<file path="config.mk">
export PLATFORM = sky130hd
export DESIGN_NAME = bcd_nibble_assembler
export DESIGN_NICKNAME = d
export VERILOG_FILES = /design/src/rtl/bcd_nibble_assembler.sv
export SDC_FILE = /design/constraint.sdc
export NUM_CORES = 1
export LEC_CHECK = 0
export CAP_MARGIN = 10
export CORE_UTILIZATION = 48
export DETAILED_ROUTE_END_ITERATION = 7
export PLACE_DENSITY = 0.74
export SLEW_MARGIN = 25
export SYNTH_ARGS = -nofsm -noshare
export SYNTH_HDL_FRONTEND = slang
export SYNTH_SLANG_ARGS = --single-unit
</file>
<file path="constraint.sdc">
create_clock -name clk -period 2.4 [get_ports clk]
set_input_delay 0.48 -clock clk [delete_from_list [all_inputs] [get_ports clk]]
set_output_delay 0.48 -clock clk [all_outputs]
set_load 0.1 [all_outputs]
</file>
<file path="src/rtl/bcd_nibble_assembler.sv">
// bcd_nibble_assembler
// Collects a serial bit stream into 4-bit nibbles, checks each nibble as a
// decimal code and presents accepted digits on a valid/ready output. Rejected
// nibbles raise a one-cycle err pulse and bump a saturating error counter.
//
// Parameter MSB_FIRST: 0 = first serial bit is nibble bit 0, 1 = first bit is bit 3.
// Macro BCD_XS3_INPUT_EN: when defined the nibble is excess-3 coded (3..12 valid,
// digit = nibble - 3); when undefined it is plain BCD (0..9 valid, digit = nibble).

module bcd_nibble_assembler #(
  parameter int MSB_FIRST = 0
) (
  input  logic       clk,
  input  logic       rst_n,
  input  logic       ser_in,
  input  logic       ser_valid,
  output logic       ser_ready,
  input  logic       flush,
  output logic [3:0] digit,
  output logic       digit_valid,
  input  logic       out_ready,
  output logic       err,
  output logic [3:0] err_cnt
);

  typedef enum logic [1:0] {
    IDLE  = 2'd0,
    SHIFT = 2'd1,
    HOLD  = 2'd2
  } state_t;

  // Is this nibble a legal code for the selected input coding?
  function automatic logic code_ok(input logic [3:0] n);
`ifdef BCD_XS3_INPUT_EN
    return (n >= 4'd3) && (n <= 4'd12);
`else
    return (n <= 4'd9);
`endif
  endfunction

  // Decimal digit carried by a legal nibble.
  function automatic logic [3:0] code_digit(input logic [3:0] n);
`ifdef BCD_XS3_INPUT_EN
    return n - 4'd3;
`else
    return n;
`endif
  endfunction

  state_t     state_r, state_s;
  logic [1:0] bit_cnt_r, bit_cnt_s;
  logic [3:0] shreg_r, shreg_s;
  logic [3:0] digit_r, digit_s;
  logic       digit_valid_r, digit_valid_s;
  logic       err_r, err_s;
  logic [3:0] err_cnt_r, err_cnt_s;
  logic [3:0] nibble_s;
  logic       accept_s;

  // Ready is a direct decode of the state register so it is glitch-free.
  assign ser_ready = (state_r != HOLD);

  // Flush wins over acceptance; HOLD never accepts because ready is low there.
  assign accept_s = ser_valid && (state_r != HOLD) && !flush;

  // Shift register contents including the bit presented this cycle.
  always_comb begin
    nibble_s = shreg_r;
    if (MSB_FIRST != 0) begin
      nibble_s = {shreg_r[2:0], ser_in};
    end else begin
      nibble_s[bit_cnt_r] = ser_in;
    end
  end

  // Next-state and next-output decode.
  always_comb begin
    state_s       = state_r;
    bit_cnt_s     = bit_cnt_r;
    shreg_s       = shreg_r;
    digit_s       = digit_r;
    digit_valid_s = digit_valid_r;
    err_s         = 1'b0;
    err_cnt_s     = err_cnt_r;
    case (state_r)
      IDLE, SHIFT: begin
        if (flush) begin
          shreg_s   = 4'd0;
          bit_cnt_s = 2'd0;
          state_s   = IDLE;
        end else if (accept_s) begin
          if (bit_cnt_r == 2'd3) begin
            bit_cnt_s = 2'd0;
            shreg_s   = 4'd0;
            if (code_ok(nibble_s)) begin
              digit_s       = code_digit(nibble_s);
              digit_valid_s = 1'b1;
              state_s       = HOLD;
            end else begin
              err_s     = 1'b1;
              err_cnt_s = (err_cnt_r == 4'd15) ? 4'd15 : (err_cnt_r + 4'd1);
              state_s   = IDLE;
            end
          end else begin
            bit_cnt_s = bit_cnt_r + 2'd1;
            shreg_s   = nibble_s;
            state_s   = SHIFT;
          end
        end else begin
          state_s = state_r;
        end
      end
      HOLD: begin
        // The held digit survives flush; only the downstream handshake frees it.
        if (out_ready) begin
          digit_valid_s = 1'b0;
          state_s       = IDLE;
        end else begin
          state_s = HOLD;
        end
      end
      default: begin
        state_s       = IDLE;
        bit_cnt_s     = 2'd0;
        shreg_s       = 4'd0;
        digit_valid_s = 1'b0;
      end
    endcase
  end

  // State and output registers, cleared asynchronously by reset.
  always_ff @(posedge clk or negedge rst_n) begin
    if (!rst_n) begin
      state_r       <= IDLE;
      bit_cnt_r     <= 2'd0;
      shreg_r       <= 4'd0;
      digit_r       <= 4'd0;
      digit_valid_r <= 1'b0;
      err_r         <= 1'b0;
      err_cnt_r     <= 4'd0;
    end else begin
      state_r       <= state_s;
      bit_cnt_r     <= bit_cnt_s;
      shreg_r       <= shreg_s;
      digit_r       <= digit_s;
      digit_valid_r <= digit_valid_s;
      err_r         <= err_s;
      err_cnt_r     <= err_cnt_s;
    end
  end

  assign digit       = digit_r;
  assign digit_valid = digit_valid_r;
  assign err         = err_r;
  assign err_cnt     = err_cnt_r;

endmodule

</file>
==> results of run 1 <==
-- stage by stage --
step                cells  hold slack, ns  total power (uW)  util, %
detailed placement    131           0.475               569     62.7
finish                135           0.491               744     64.8
CTS                   135           0.499               756     64.8
global placement      131           0.465               565     62.7
global route          135           0.514               785     64.8
floorplan              87           0.184               508        -
-- routing by layer --
layer,share of wire [%],wire length [um],global-route usage (%)
met1,52,876,29.1
met2,44,735,28.9
met3,3.3,56,4.76
met4,0.60,10,5.45
met5,0,0,0
-- registers in the layout (all words and copies together) (netlist names) --
register	count
digit	4
err_cnt	4
shreg_r	4
bit_cnt_r	2
state_r	2
digit_valid	1
err	1
-- area by class of cell --
cell class              instances  area [um2]
clock buffers                   4        36.3
flip-flops and latches         18         450
repair buffers                 21         170
multi-input cells              63         439
fillers                       164         622
inverters                       4        15.0
well taps                      25        31.3
-- cell families after synthesis --
logic type,Yosys count,synth area share [%]
compound gates,25,20.6
fa+ha+maj,5,6.83
buf+inv,6,2.87
mux,5,5.87
flops,18,49.2
simple gates,28,14.6
-- synth_stat cells --
library cell,instances,area [um2]
a211oi_1,1,7.51
a21boi_0,1,7.51
a21o_1,1,7.51
a21oi_1,2,10.0
a22o_1,1,8.76
a311oi_4,1,26.3
a31oi_1,3,18.8
a32o_1,1,10.0
a32oi_1,1,8.76
a41oi_1,1,8.76
buf_4,1,7.51
clkbuf_1,1,3.75
dfrtp_1,18,450
ha_1,5,62.6
inv_1,4,15.0
mux2_1,1,11.3
mux2_2,2,22.5
mux2i_1,2,20.0
nand2_1,9,33.8
nand2b_1,4,25.0
nand3_1,2,10.0
nand4_1,1,6.26
nand4bb_1,1,11.3
nor2_1,8,30.0
nor2b_1,1,6.26
nor3_1,1,5.00
o21a_1,1,7.51
o21ai_0,6,30.0
o21ai_1,1,5.00
o31ai_1,2,15.0
o41ai_1,2,17.5
or2_2,1,6.26
-- final timing paths --
check / startpoint / endpoint / slack (ns) / depth (start not counted)
min reg2reg: state_r[0] / state_r[1] / 0.49 / 1
min in group asynchronous: rst_n / bit_cnt_r[1] / 0.50 / 2
max in group asynchronous: rst_n / digit[3] / 1.70 / 2
max reg2reg: bit_cnt_r[0] / digit[2] / 0.24 / 6
min: state_r[0] / state_r[1] / 0.49 / 1
max: bit_cnt_r[0] / digit[2] / 0.24 / 6
-- placed cells by master, fill, tap and decap left out --
| master | netlist | layout |
|---|---|---|
| o31ai_1 | 2 | 2 |
| a22o_1 | 1 | 1 |
| mux2_2 | 2 | 2 |
| a32oi_1 | 1 | 1 |
| nand4_1 | 1 | 1 |
| mux2i_1 | 2 | 2 |
| a31oi_1 | 3 | 3 |
| nand2_1 | 9 | 9 |
| a211oi_1 | 1 | 1 |
| nand3_1 | 2 | 2 |
| inv_1 | 4 | 4 |
| o21ai_1 | 1 | 1 |
| or2_2 | 1 | 1 |
| nor2b_1 | 1 | 1 |
| clkbuf_8 | 0 | 1 |
| nand2b_1 | 4 | 4 |
| a21o_1 | 1 | 1 |
| a21oi_1 | 2 | 2 |
| o21ai_0 | 6 | 6 |
| nand4bb_1 | 1 | 1 |
| a311oi_4 | 1 | 1 |
| nor2_1 | 8 | 8 |
| nor3_1 | 1 | 1 |
| buf_4 | 1 | 16 |
| a21boi_0 | 1 | 1 |
| a32o_1 | 1 | 1 |
| clkbuf_4 | 0 | 3 |
| dfrtp_1 | 18 | 18 |
| mux2_1 | 1 | 1 |
| a41oi_1 | 1 | 1 |
| o21a_1 | 1 | 1 |
| clkdlybuf4s50_1 | 0 | 5 |
| ha_1 | 5 | 5 |
| o41ai_1 | 2 | 2 |
-- power by group through the flow --
stage,logic [uW],registers (uW),clock network [uW]
3_3_place_gp,218,347,0
5_1_grt,233,344,208
3_5_place_dp,220,348,0
6_report,219,341,184
4_1_cts,221,342,193
2_1_floorplan,54.7,453,0
==> flow_summary.ini, run 1 <==
[outcome]
status = finished, final reports clean

[clock_network]
clockBufferDepth = 2
htreeDepth = 1
cts.sinks = 18
clkTransAtPathRegs_ns = 0.11
cts_hold_buf = 0
cts_setup_buffers = 0
worstSkewPairLatency_ns = 0.29
numCtsBuffers = 3
cts-root-buf = clkbuf_4
cts_tree = done
cts_resized = 0

[route]
drtIter0Drc = 20
routed_wl_mm = 1.68
via_per_inst = 5.19
vias = 700
first_pass_iters = 4
wl_per_cell_um = 12.4
drc_errors = 0
antenna_left = 0

[power]
p_per_area_nw_per_um2 = 651
p_sw_uw = 268
p_seq_share_pct = 45.9
swShare_pct = 36.1
p_int_uw = 476
irDropWorstVdd_uv = 439
clkPwrFrac_pct = 24.8
leakagePower_uw = 0.000559
pwr-share-comb_pct = 29.4

[placement]
gp_congestion = 0.803
io_buffers = 16
dpl.hpwl_mm = 1.32
post-place-ws_ns = 0.178
post_dp_cell_area_um2 = 1110

[finish]
final_cell_area_um2 = 1140
nets = 122
drive_gt1_share_pct = 21.8
n_antenna_cell = 0
syn_to_final_growth_pct = 24.7

[sta]
setup-violations-final = 0
finalSetupTns_ns = 0
drv_slew = 0
fmax_ghz = 0.462
slew_headroom_pct = 65.5
fin_crit_sh_pct = 90.1
worstMarginPinSlew_ns = 0.512
setup_ws_ns = 0.237
worst_clock_skew_ns = 0.00845
hold_viol = 0
fin_crit_ns = 2.16
grt_setup_unrepaired = false

[grt]
grt_first_pass_wirelength_mm = 2.90
antenna_found_initial = 0
gr-total-overflow = 0
grt_pass1_vias = 665
grt_use_total_pct = 19.8
grt_max_degree = 19

[die]
fp-row-count = 15
start_util_pct = 51.9
io_pins = 17
die_h_um = 45.7
core_area_um2 = 1760
die_w_um = 45.7
dieArea_um2 = 2090

[critical_path]
end_kind = flip-flop
cp.required_ns = 2.58
path_max_fanout = 5
path_buf_inv = 1
critical_path_arrival_ns = 2.34
max_stage_delay_ns = 0.45
cpMaxStageDelayCell = o21ai_0
crit_chain = inv_1, ha_1, o21ai_0, a31oi_1, nor2_1, mux2_2
path_class = flip-flop to flip-flop
worst_setup_path_start_kind = flip-flop
critical_path.top_delay_family = compound AO/OA/AOI/OAI gates

[yosys]
synth.distinct_cells = 32
avgSynthCellArea_um2 = 10.5
seq_area_frac_synth_pct = 49.2
synthesis.area_um2 = 916
synth_seq_cells = 18
synth_fp_nets = 98
synth_cells = 87
yosysWarnings = 0

[min_path]
min_path_type = flip-flop to flip-flop

[run]
drv_cap = 0
Power figures use the tool's default switching activity.
==> run 2, diff against run 1 <==
--- a/config.mk
+++ b/config.mk
@@ -9,7 +9,6 @@
 export CORE_UTILIZATION = 48
 export DETAILED_ROUTE_END_ITERATION = 7
 export PLACE_DENSITY = 0.74
-export SLEW_MARGIN = 25
 export SYNTH_ARGS = -nofsm -noshare
 export SYNTH_HDL_FRONTEND = slang
 export SYNTH_SLANG_ARGS = --single-unit
==> results of run 2 <==
The final DEF is identical to that of run 1; final timing and power are the same.
